## src/rtl/serial_mul_sat.sv

```systemverilog
// Sequential shift-add multiplier: signed/unsigned operands, one multiplier bit per cycle,
// with a selectable wrap or saturate reduction to an N_BITS_RESULT-bit result.
module serial_mul_sat #(
  parameter int unsigned N_BITS_A      = 8,
  parameter int unsigned N_BITS_B      = 8,
  parameter int unsigned N_BITS_RESULT = 9
) (
  input  logic                     clk,
  input  logic                     reset,
  input  logic                     start,
  input  logic [N_BITS_A-1:0]      a,
  input  logic [N_BITS_B-1:0]      b,
  input  logic                     signed_mode,
  input  logic                     sat_mode,
  output logic [N_BITS_RESULT-1:0] result,
  output logic                     data_ready,
  output logic                     busy,
  output logic                     overflow
);

  localparam int unsigned ACC_W = N_BITS_A + N_BITS_B;
  localparam int unsigned CNT_W = $clog2(N_BITS_B);
  localparam int unsigned RES_W = N_BITS_RESULT;
  localparam logic [CNT_W-1:0] LAST_CNT = CNT_W'(N_BITS_B - 1);

  localparam logic [1:0] IDLE = 2'd0;
  localparam logic [1:0] RUN  = 2'd1;
  localparam logic [1:0] DONE = 2'd2;

  logic [1:0]          state_q, state_d;
  logic [CNT_W-1:0]    cnt_q, cnt_d;
  logic [ACC_W-1:0]    acc_q, acc_d;
  logic [ACC_W-1:0]    a_sh_q, a_sh_d;
  logic [N_BITS_B-1:0] b_sh_q, b_sh_d;
  logic                sgn_q, sgn_d;
  logic                sat_q, sat_d;
  logic [RES_W-1:0]    result_d;
  logic                overflow_d;
  logic                busy_d;
  logic                data_ready_d;

  logic [ACC_W-1:0]    partial;
  logic [ACC_W-1:0]    acc_sum;
  logic [ACC_W-1:0]    hi_bits;
  logic                ovf_c;
  logic [RES_W-1:0]    sat_val;

  // State and datapath registers
  always_ff @(posedge clk) begin
    if (reset) begin
      state_q    <= IDLE;
      cnt_q      <= '0;
      acc_q      <= '0;
      a_sh_q     <= '0;
      b_sh_q     <= '0;
      sgn_q      <= 1'b0;
      sat_q      <= 1'b0;
      result     <= '0;
      overflow   <= 1'b0;
      busy       <= 1'b0;
      data_ready <= 1'b0;
    end else begin
      state_q    <= state_d;
      cnt_q      <= cnt_d;
      acc_q      <= acc_d;
      a_sh_q     <= a_sh_d;
      b_sh_q     <= b_sh_d;
      sgn_q      <= sgn_d;
      sat_q      <= sat_d;
      result     <= result_d;
      overflow   <= overflow_d;
      busy       <= busy_d;
      data_ready <= data_ready_d;
    end
  end

  // Next-state, shift-add step and final reduction
  always_comb begin
    state_d    = state_q;
    cnt_d      = cnt_q;
    acc_d      = acc_q;
    a_sh_d     = a_sh_q;
    b_sh_d     = b_sh_q;
    sgn_d      = sgn_q;
    sat_d      = sat_q;
    result_d   = result;
    overflow_d = overflow;

    // The MSB partial product carries negative weight in two's complement
    partial = b_sh_q[0] ? a_sh_q : '0;
    acc_sum = (sgn_q && (cnt_q == LAST_CNT)) ? (acc_q - partial) : (acc_q + partial);

    hi_bits = $unsigned($signed(acc_sum) >>> (RES_W - 1));
    if (sgn_q) ovf_c = !((hi_bits == '0) || (hi_bits == '1));
    else       ovf_c = (acc_sum >> RES_W) != '0;

    if (!sgn_q)                  sat_val = '1;
    else if (acc_sum[ACC_W-1])   sat_val = {1'b1, {(RES_W-1){1'b0}}};
    else                         sat_val = {1'b0, {(RES_W-1){1'b1}}};

    case (state_q)
      IDLE, DONE: begin
        if (start) begin
          state_d = RUN;
          cnt_d   = '0;
          acc_d   = '0;
          a_sh_d  = signed_mode ? {{N_BITS_B{a[N_BITS_A-1]}}, a} : ACC_W'(a);
          b_sh_d  = b;
          sgn_d   = signed_mode;
          sat_d   = sat_mode;
        end else begin
          state_d = IDLE;
        end
      end
      RUN: begin
        acc_d  = acc_sum;
        a_sh_d = a_sh_q << 1;
        b_sh_d = b_sh_q >> 1;
        cnt_d  = cnt_q + CNT_W'(1);
        if (cnt_q == LAST_CNT) begin
          state_d    = DONE;
          overflow_d = ovf_c;
          result_d   = (sat_q && ovf_c) ? sat_val : acc_sum[RES_W-1:0];
        end
      end
      default: state_d = IDLE;
    endcase

    busy_d       = (state_d == RUN);
    data_ready_d = (state_d == DONE);
  end

endmodule
```

## config.mk

```make
export PLATFORM = sky130hd
export DESIGN_NAME = serial_mul_sat
export DESIGN_NICKNAME = d
export VERILOG_FILES = /design/src/rtl/serial_mul_sat.sv
export SDC_FILE = /design/constraint.sdc
export NUM_CORES = 1
export LEC_CHECK = 0
export CAP_MARGIN = 5
export CORE_ASPECT_RATIO = 0.6
export CORE_UTILIZATION = 52
export CTS_CLUSTER_SIZE = 28
export DETAILED_ROUTE_END_ITERATION = 6
export GPL_ROUTABILITY_DRIVEN = 1
export PLACE_DENSITY = 0.84
export SYNTH_ARGS = -nofsm -noshare
export SYNTH_HDL_FRONTEND = slang
export SYNTH_SLANG_ARGS = --single-unit
export TNS_END_PERCENT = 100
```

## constraint.sdc

```tcl
create_clock -name clk -period 4.4 [get_ports clk]
set_clock_uncertainty 0.2 [all_clocks]
set_input_delay 1.1 -clock clk [delete_from_list [all_inputs] [get_ports clk]]
set_output_delay 1.1 -clock clk [all_outputs]
set_load 0.02 [all_outputs]
```

# After elaboration in Yosys (flattened, before gate mapping)
# Cells that the tools add are included.
[word_totals]
ff_bits = 59
in_bits = 21
out_inout_bits = 12
elab_cells = 51
[op_classes]
n_addsub = 3
n_eq_ne = 7
mux = 18
reduce_logical = 12
[ops]
columns = ["op", "count"]
rows = [
  ["two-way mux 16 bit", 5],
  ["case mux 16 bit (2 select lines)", 2],
  ["two-way mux 9 bit", 3],
  ["adder 16 bit", 1],
  ["equality test 16 bit, second input constant", 1],
  ["zero test 16 bit", 1],
  ["case mux 8 bit (2 select lines)", 1],
  ["nonzero test 16 bit", 1],
  ["subtractor 16 bit", 1],
  ["two-way mux 8 bit", 1],
  ["case mux 3 bit (2 select lines)", 1],
  ["AND reduction 2 bit", 3],
  ["equality test 2 x 1 -> 1 bit, second input constant", 2],
  ["equality test 2 bit, second input constant", 2],
  ["case mux 2 bit (2 select lines)", 1],
  ["adder 3 x 1 -> 3 bit, second input constant", 1],
  ["equality test 3 bit, second input constant", 1],
  ["two-way mux 3 bit", 1],
  ["logical AND 1 bit", 2],
  ["zero test 2 bit", 1],
  ["two-way mux 1 bit", 2],
  ["two-way mux 2 bit", 1],
  ["!= test 2 bit, second input constant", 1],
  ["nonzero test 2 bit", 1],
  ["3 further kinds", 3],
]

# Longest topological paths before layout
# Gate-level depths: netlist of run 1.
[logic_depth]
word_depth = 9
depth_mapped = 21

# Least setup slack after synthesis of run 1
# OpenSTA, ideal clock, no wires.
[synth_timing]
path_kind = "register to register"
from = "register b_sh_q[0]"
to = "register result[0]"
setup_ps = 139
arrival_ps = 4070
t_required_ps = 4061
slack_ps = -9
stages_incl_launch_ff = 19
n_path_buf = 3
cell_sequence = "dfxtp_1 > clkbuf_1 > clkbuf_1 > clkbuf_1 > nand2_1 > ha_1 > a21oi_1 > mux2_2 > o21ai_0 > ha_1 > a21o_1 > a31oi_2 > and2_1 > a311oi_1 > or2_0 > a2111oi_1 > nand4bb_1 > nand3_4 > a311oi_1"
[synth_via]
elab_chain_len = 9
word_cells_on_any_way = 14
[synth_rtl]
columns = ["item", "line_no", "text"]
rows = [
  ["start: declaration", "34", "logic [N_BITS_B-1:0] b_sh_q, b_sh_d;"],
  ["start signal: assignment", "67", "b_sh_q <= b_sh_d;"],
  ["two-way mux 16 bit *", "90", "partial = b_sh_q[0] ? a_sh_q : '0;"],
  ["adder 16 bit or subtractor 16 bit (tied branches)", "91", "acc_sum = (sgn_q && (cnt_q == LAST_CNT)) ? (acc_q - partial) : (acc_q + partial);"],
  ["two-way mux 16 bit *", "91", ""],
  ["equality test 16 bit or zero test 16 bit (tied branches)", "94", "if (sgn_q) ovf_c = !((hi_bits == '0) || (hi_bits == '1));"],
  ["logical OR 1 bit", "94", ""],
  ["zero test 1 bit", "94", ""],
  ["two-way mux 1 bit", "94", ""],
  ["logical AND 1 bit", "123", "result_d = (sat_q && ovf_c) ? sat_val : acc_sum[RES_W-1:0];"],
  ["two-way mux 9 bit *", "123", ""],
  ["end signal: assignment", "70", "result <= result_d;"],
  ["end: declaration", "15", "output logic [N_BITS_RESULT-1:0] result,"],
]
# Mark *: on every way between the ends. The rest lies on a longest branch, timed or not.
# A chain may end at the register's enable or synchronous reset.

# Worst setup path in the final report of run 1
[layout_timing]
from = "register a_sh_q[2]"
to = "register result[1]"
[layout_via]
elab_chain_len = 9
word_cells_on_any_way = 14
[layout_rtl]
columns = ["item", "line_no", "text"]
rows = [
  ["start: declaration", "33", "logic [ACC_W-1:0] a_sh_q, a_sh_d;"],
  ["start signal: assignment", "66", "a_sh_q <= a_sh_d;"],
  ["two-way mux 16 bit *", "90", ""],
  ["adder 16 bit or subtractor 16 bit (tied branches)", "91", ""],
  ["two-way mux 16 bit *", "91", ""],
  ["equality test 16 bit or zero test 16 bit (tied branches)", "94", ""],
  ["logical OR 1 bit", "94", ""],
  ["zero test 1 bit", "94", ""],
  ["two-way mux 1 bit", "94", ""],
  ["logical AND 1 bit", "123", ""],
  ["two-way mux 9 bit *", "123", ""],
]
# Marks and branches as above.

==> run_results.csv, run 1 <==
group,metric,value,unit
status,outcome,"finished, final reports clean",
synth,synth_top_area_share,32.27,%
synth,synth-edff-count,0,
cells_and_area,fillers,565,
placed_design,gp_congestion,0.9045,
sta,layout_min_cycle_time,4268,ps
synth,yosysTopAreaCell,"dfxtp_1",
floorplan,die_h,66.99,um
cells_and_area,syn_to_final_growth,21.20,%
global_routing,grt_pass1_vias,2980,
sta,period_share,97.01,%
critical_path,ff2ff_setup_slack,130,ps
synth,synthSimpleGateAreaFrac,20.92,%
clock_tree,cts_tree,"done",
cells_and_area,diodes,0,
synth,yosysWarnings,0,
critical_path,cp.required,4390,ps
synth,yosys.area_share.xor_xnor,4.957,%
clock_tree,ctsHoldBuffers,0,
synth,ys_types,62,
pwr,p_leak,1.733,nW
critical_path,path_common_cell,"nand2_1",
sta,finalSetupViolations,0,
critical_path,worstPathArrival,4260,ps
critical_path,cpPeakStageDelay,550,ps
synth,synth_compound_area_share,26.15,%
sta,fin_hold_ws,256.0,ps
critical_path,rr_endpoint,"result[1]",
pwr,ir_drop,297.0,uV
cells_and_area,nets,515,
synth,syn_nets,488,
critical_path,r2r-start,"a_sh_q[2]",
hold_path,hold_class,"flop to flop",
synth,synth_top_family_by_area,"compound AO/OA/AOI/OAI gates",
drt,viasPerCell,6.116,
drt,drt_drc_violations_left,0,
drt,wl,9678,um
synth,synth_ff_type,"dfxtp_1",
drt,ant_nets,0,
floorplan,core,6734,um^2
global_routing,antenna_found_initial,0,
hold_path,hold_depth,2,
clock_tree,cts_buffer_depth,2,
floorplan,die-width,110.3,um
sta,hold_viol_final,0,
pwr,p_per_area,539.8,nW/um^2
clock_tree,htree_levels,3,
critical_path,cp-end-kind,"flop",
floorplan,ios,33,
sta,relSlewSlack,26.06,%
synth,ys_ff_latch,59,
global_routing,grt_use_total,26.78,%
drt,drtPass1Iterations,5,
synth,ys_seq_area_share,32.27,%
drt,post_drt_wl_per_cell,17.07,um
synth,async_flop_share,0,%
critical_path,path_max_fanout,7,
floorplan,fp-row-count,23,
critical_path,rr_worst_depth,16,
placed_design,hpwl,6735,um
sta,drv_slew,0,
clock_tree,cts.clk_slew.worst_paths,50,ps
flow_run,cap_violations,0,
sta,tightest_slew,1109,ps
floorplan,start_util,54.35,%
clock_tree,root_buffer,"clkbuf_16",
critical_path,cp-start-kind,"flop",
hold_path,hold_start,"overflow",
sta,fmax,234.3,MHz
critical_path,slowest_stage,"or4_4",
synth,synth_cells,448,
hold_path,hold_end,"overflow",
placed_design,io_buffers,32,
global_routing,overflow,0,
critical_path,path_cells,"or4_4, nor4_4, nor2_1, xor2_1, nand2_1, ha_1, and4_1, nand2_1, a21oi_1, a211oi_2, or2_0, a2111oi_2, nand4bb_1, buf_4, nand3_4, a311oi_1",
synth,synthAdderAreaFrac,6.701,%
drt,drt-initial-drc-count,357,
critical_path,crit_type,"flop to flop",
clock_tree,cts-buffers-inserted,9,
global_routing,grt_max_degree,32,
global_routing,grt_first_pass_wirelength,14580,um
synth,avgSynthCellArea,8.169,um^2
clock_tree,clock_latency,340,ps
clock_tree,clock-sinks,59,
sta,worst_slack,131.7,ps
synth,netlist_top_cells_area,"dfxtp_1 32%, nor2_1 8.0%, ha_1 6.2%, a22oi_1 5.7%, mux2i_1 4.4%",
drt,num_vias,3468,
cells_and_area,layout-drive-gt1-share,12.92,%
synth,netlist_area,3660,um^2
floorplan,die_area,7389,um^2
synth,muxShareOfSynthArea,4.991,%
placed_design,place_ws,16.99,ps
kinds of logic after synthesis:
group	after synthesis
buffers and inverters	38
XOR/XNOR	19
flip-flops	59
multiplexers	18
AO/OA/AOI/OAI	137
adder cells (fa/ha/maj)	19
AND/OR/NAND/NOR	158
timing repair:
action	4_1_cts	5_1_grt
gates resized for setup	1	21
setup buffers	0	5
setup endpoints to repair	1	10
cloned	0	1
pin swaps	0	7
placed cells by master, fill, tap and decap left out, types with 4 or more instances in the layout:
| cell | synthesis | final |
|---|---|---|
| a211oi_1 | 20 | 18 |
| a21o_1 | 8 | 8 |
| a21oi_1 | 30 | 29 |
| a22oi_1 | 28 | 28 |
| buf_4 | 0 | 13 |
| clkbuf_16 | 0 | 9 |
| clkdlybuf4s50_1 | 0 | 31 |
| clkinv_2 | 0 | 5 |
| dfxtp_1 | 59 | 59 |
| ha_1 | 18 | 16 |
| inv_1 | 8 | 8 |
| mux2i_1 | 16 | 16 |
| nand2_1 | 32 | 31 |
| nand2b_1 | 7 | 7 |
| nand3_1 | 5 | 5 |
| nor2_1 | 78 | 77 |
| nor3_1 | 5 | 5 |
| o21a_1 | 4 | 4 |
| o21ai_0 | 16 | 13 |
| xnor2_1 | 11 | 11 |
| xor2_1 | 6 | 6 |
state kept, by name, summed over array words and instances, names as in the netlist:
name        flops
a_sh_q         16
acc_q          16
b_sh_q          8
busy            1
cnt_q           3
data_ready      1
overflow        1
result          9
sat_q           1
sgn_q           1
state_q         2
synthesized netlist by cell type (4+ instances only):
| cell type | number |
|---|---|
| nor2_1 | 78 |
| a211oi_1 | 20 |
| a21oi_1 | 30 |
| and2_1 | 4 |
| clkbuf_1 | 25 |
| dfxtp_1 | 59 |
| a22oi_1 | 28 |
| a311oi_1 | 4 |
| xnor2_1 | 11 |
| xor2_1 | 6 |
| nor2b_1 | 4 |
| o21ai_0 | 16 |
| a21o_1 | 8 |
| nand3_1 | 5 |
| o21a_1 | 4 |
| ha_1 | 18 |
| nand2b_1 | 7 |
| mux2i_1 | 16 |
| nand2_1 | 32 |
| nor3_1 | 5 |
| inv_1 | 8 |
per-layer routing:
metal / track usage (%) / wire length, um / vias up
li1: - / - / 1693
met2: 39.91 / 4193 / 146
met3: 6.262 / 803 / 31
met1: 36.37 / 4428 / 1598
met5: 0 / 0 / -
met4: 12.34 / 252 / 0
worst max-delay path, delay by kind of cell (launching register included):
family | cells | cell delay [ps]
AOI/OAI and AO/OA | 4 | 830
xor gates and xnor gates | 1 | 140
buffers and inverters | 1 | 190
adders and majority gates | 1 | 420
DFF | 1 | 390
and+or+nand+nor | 9 | 1930
power breakdown:
| group | switching (mW) | internal (mW) |
|---|---|---|
| clock network | 0.244 | 0.374 |
| logic | 0.640 | 0.507 |
| registers | 0.0453 | 0.583 |
worst max path at each step:
stage                      to       from  cells past startpoint  slack, ps
finish              result[1]  a_sh_q[2]                     16        130
global route        result[0]   cnt_q[0]                     17        -60
CTS                 result[1]   cnt_q[0]                     16         50
detailed placement  result[1]   cnt_q[0]                     16         20
global placement    result[0]   cnt_q[0]                     16        180
floorplan           result[0]  b_sh_q[0]                     18         80
layout make-up:
cell class                      count  area (um^2)  area share (%)
Clock buffer                       10        229.0           5.162
Sequential cell                    59         1181           26.63
Clock inverter                      6        32.53          0.7334
Timing Repair Buffer               45        412.9           9.309
Multi-Input combinational cell    352         2441           55.04
Tap cell                           87        108.9           2.454
Inverter                            8        30.03          0.6770
per-stage QoR:
step / util, % / instance area, um^2 / power (mW) / std cells / TNS, ps
after floorplan: - / 3661 / 1.385 / 448 / 0
after global placement: 59.88 / 4033 / 1.567 / 545 / 0
after detailed placement: 59.88 / 4033 / 1.600 / 545 / 0
after CTS: 63.84 / 4299 / 2.231 / 561 / 0
after global routing: 65.87 / 4436 / 2.518 / 567 / -136.0
final: 65.87 / 4436 / 2.394 / 567 / 0
Note: power is estimated with default switching activity, not from simulation.
==> run 2: changes to the inputs <==
--- a/config.mk
+++ b/config.mk
@@ -7,9 +7,10 @@
 export LEC_CHECK = 0
 export CAP_MARGIN = 5
 export CORE_ASPECT_RATIO = 0.6
-export CORE_UTILIZATION = 52
+export CORE_UTILIZATION = 60
 export CTS_CLUSTER_SIZE = 28
 export DETAILED_ROUTE_END_ITERATION = 6
+export DONT_BUFFER_PORTS = 1
 export GPL_ROUTABILITY_DRIVEN = 1
 export PLACE_DENSITY = 0.84
 export SYNTH_ARGS = -nofsm -noshare
==> constraint.sdc (replaced) <==
create_clock -name clk -period 4.1 [get_ports clk]
set_clock_uncertainty 0.2 [all_clocks]
set_input_delay 1.025 -clock clk [delete_from_list [all_inputs] [get_ports clk]]
set_output_delay 1.025 -clock clk [all_outputs]
set_load 0.02 [all_outputs]
==> run 2 against run 1 <==
The run now ends with setup timing left. Count of clock-buffer cells in the layout up 2. Clock power up 0.6%. Sequential share of layout area fell by 1.2 points. Critical path depth rose by 1. Combinational power rose by 56%. Register-to-register slack worse by 190 ps. Fmax rose by 2.8%. Largest cell class unchanged.
==> run_results.csv, run 2 (synthesis results as in run 1) <==
group,metric,value,unit
cells_and_area,mostFrequentLayoutCells,"75 x nor2_1, 55 x dfxtp_1, 47 x buf_4, 29 x nand2_1, 27 x a22oi_1",
pwr,p_per_area,659.1,nW/um^2
cells_and_area,layout-drive-gt1-share,27.93,%
drt,drt-initial-drc-count,413,
placed_design,io_buffers,0,
global_routing,grt_max_degree,54,
drt,num_vias,3729,
pwr,ir_drop,611.8,uV
global_routing,antenna_found_initial,0,
cells_and_area,nets,522,
pwr,p_leak,1.863,nW
floorplan,die-width,102.8,um
cells_and_area,syn_to_final_growth,28.14,%
status,outcome,"finished with violations",
critical_path,cp.required,4140,ps
clock_tree,htree_levels,3,
sta,fmax,240.8,MHz
status,violations,"setup timing",
clock_tree,root_buffer,"clkbuf_8",
floorplan,core,5728,um^2
floorplan,die_h,62.50,um
critical_path,cp-start-kind,"flop",
cells_and_area,final_core_util,81.87,%
floorplan,start_util,63.89,%
drt,wl,11450,um
floorplan,ios,33,
critical_path,rr_worst_depth,17,
clock_tree,cts_buffer_depth,2,
flow_run,cap_violations,0,
clock_tree,ctsHoldBuffers,0,
placed_design,place_ws,-166.3,ps
critical_path,crit_end,"result[8]",
clock_tree,clock-sinks,59,
sta,drv_slew,0,
drt,viasPerCell,6.577,
clock_tree,clock_latency,340,ps
floorplan,die_area,6426,um^2
global_routing,grt_pass1_vias,3371,
critical_path,r2r-start,"cnt_q[0]",
sta,layout_min_cycle_time,4153,ps
global_routing,overflow,0,
sta,tightest_slew,1123,ps
critical_path,worstSetupStartpoint,"cnt_q[0]",
global_routing,grt_first_pass_wirelength,16820,um
sta,hold_viol_final,0,
floorplan,fp-row-count,21,
hold_path,hold_class,"flop to flop",
cells_and_area,layout.cells.non_filler,567,
placed_design,gp_congestion,0.9336,
sta,period_share,101.3,%
critical_path,rr_endpoint,"result[8]",
sta,relSlewSlack,25.16,%
critical_path,path_max_fanout,5,
drt,ant_nets,0,
sta,finalSetupViolations,8,
critical_path,ff2ff_setup_slack,-50,ps
clock_tree,cts.clk_slew.worst_paths,70,ps
clock_tree,cts_tree,"done",
critical_path,crit_type,"flop to flop",
cells_and_area,mostFrequentLayoutCell,"nor2_1",
placed_design,hpwl,6794,um
sta,worst_slack,-53.45,ps
drt,post_drt_wl_per_cell,20.19,um
cells_and_area,diodes,0,
clock_tree,cts-buffers-inserted,9,
drt,drt_drc_violations_left,0,
global_routing,grt_use_total,34.24,%
critical_path,cp-end-kind,"flop",
placed_design,placed_cells,534,
sta,fin_hold_ws,302.9,ps
sta,rsz0062_at_grt,"true",
critical_path,worstPathArrival,4190,ps
drt,drtPass1Iterations,7,
cells_and_area,reg_top3,"a_sh_q: 16 flops, acc_q: 16 flops, result: 9 flops",
-- run 2: cell count changes in the layout (fill, tap and decap cells not counted), moves of 4 or more --
cell,change
ha_1,-7
clkbuf_16,-9
o21ai_0,-7
dfxtp_1,-4
clkdlybuf4s50_1,-31
a21oi_1,-5
clkinv_2,-4
ha_4,+4
clkbuf_8,+11
o21ai_1,+4
buf_4,+34
buf_6,+4
-- run 2: per-layer routing --
layer / share of wire, % / track usage (%) / up-vias / wire (um)
met5: 0 / 0 / - / 0
met4: 2.5 / 13.56 / 0 / 284
met1: 41 / 45.51 / 1768 / 4675
met2: 48 / 52.08 / 219 / 5466
li1: - / - / 1702 / -
met3: 8.9 / 9.955 / 40 / 1019
-- run 2: what timing repair did --
| item | 4_1_cts | 5_1_grt |
|---|---|---|
| pin swaps | 6 | 32 |
| cloned | 1 | 0 |
| endpoints found under the setup margin | 10 | 11 |
| setup buffers | 4 | 12 |
| gates resized for setup | 18 | 69 |
-- run 2: critical path, cell delays in order, from the launching register on --
cell       delay, ps
dfxtp_2          330
ha_2             190
ha_4             170
and2_4           180
a21oi_4          120
mux2_4           310
o21ai_2           60
ha_1             270
a21o_4           250
a31oi_4          220
a211oi_4         120
buf_4            160
nor3b_4          260
a21oi_2          110
xnor2_2          330
nand4bb_4        260
nand3_4          130
o41ai_4          380
-- run 2: power breakdown --
group          switching, mW  internal (mW)  total (mW)  leakage [nW]
Combinational          0.897          0.894        1.79          1.27
Sequential            0.0518          0.625       0.677         0.484
Clock                  0.248          0.375       0.623         0.113
Total                   1.20           1.89        3.09          1.86
-- run 2: final cells by class --
cell class	count	area (um^2)
Sequential cell	59	1191
Clock buffer	12	155.1
Timing Repair Buffer	52	417.9
Inverter	8	30.03
Multi-Input combinational cell	352	2723
Tap cell	80	100.1
Clock inverter	4	72.57
Fill cell	351	1039
-- run 2: worst min-delay path by stage --
stage,cells after the start,startpoint,slack (ps),endpoint
floorplan,2,acc_q[0],250,acc_q[0]
global placement,2,acc_q[0],260,acc_q[0]
detailed placement,2,acc_q[0],290,acc_q[0]
CTS,2,b_sh_q[7],300,b_sh_q[6]
global route,2,b_sh_q[7],320,b_sh_q[6]
finish,2,b_sh_q[2],300,b_sh_q[1]
-- run 2: per-stage QoR --
stage / instance area (um^2) / setup TNS [ps] / power, mW
global route: 4690 / -1458 / 3.212
detailed placement: 3924 / -1177 / 1.870
global placement: 3924 / -94.16 / 1.845
finish: 4690 / -221.4 / 3.091
CTS: 4299 / 0 / 2.673
floorplan: 3674 / 0 / 1.497
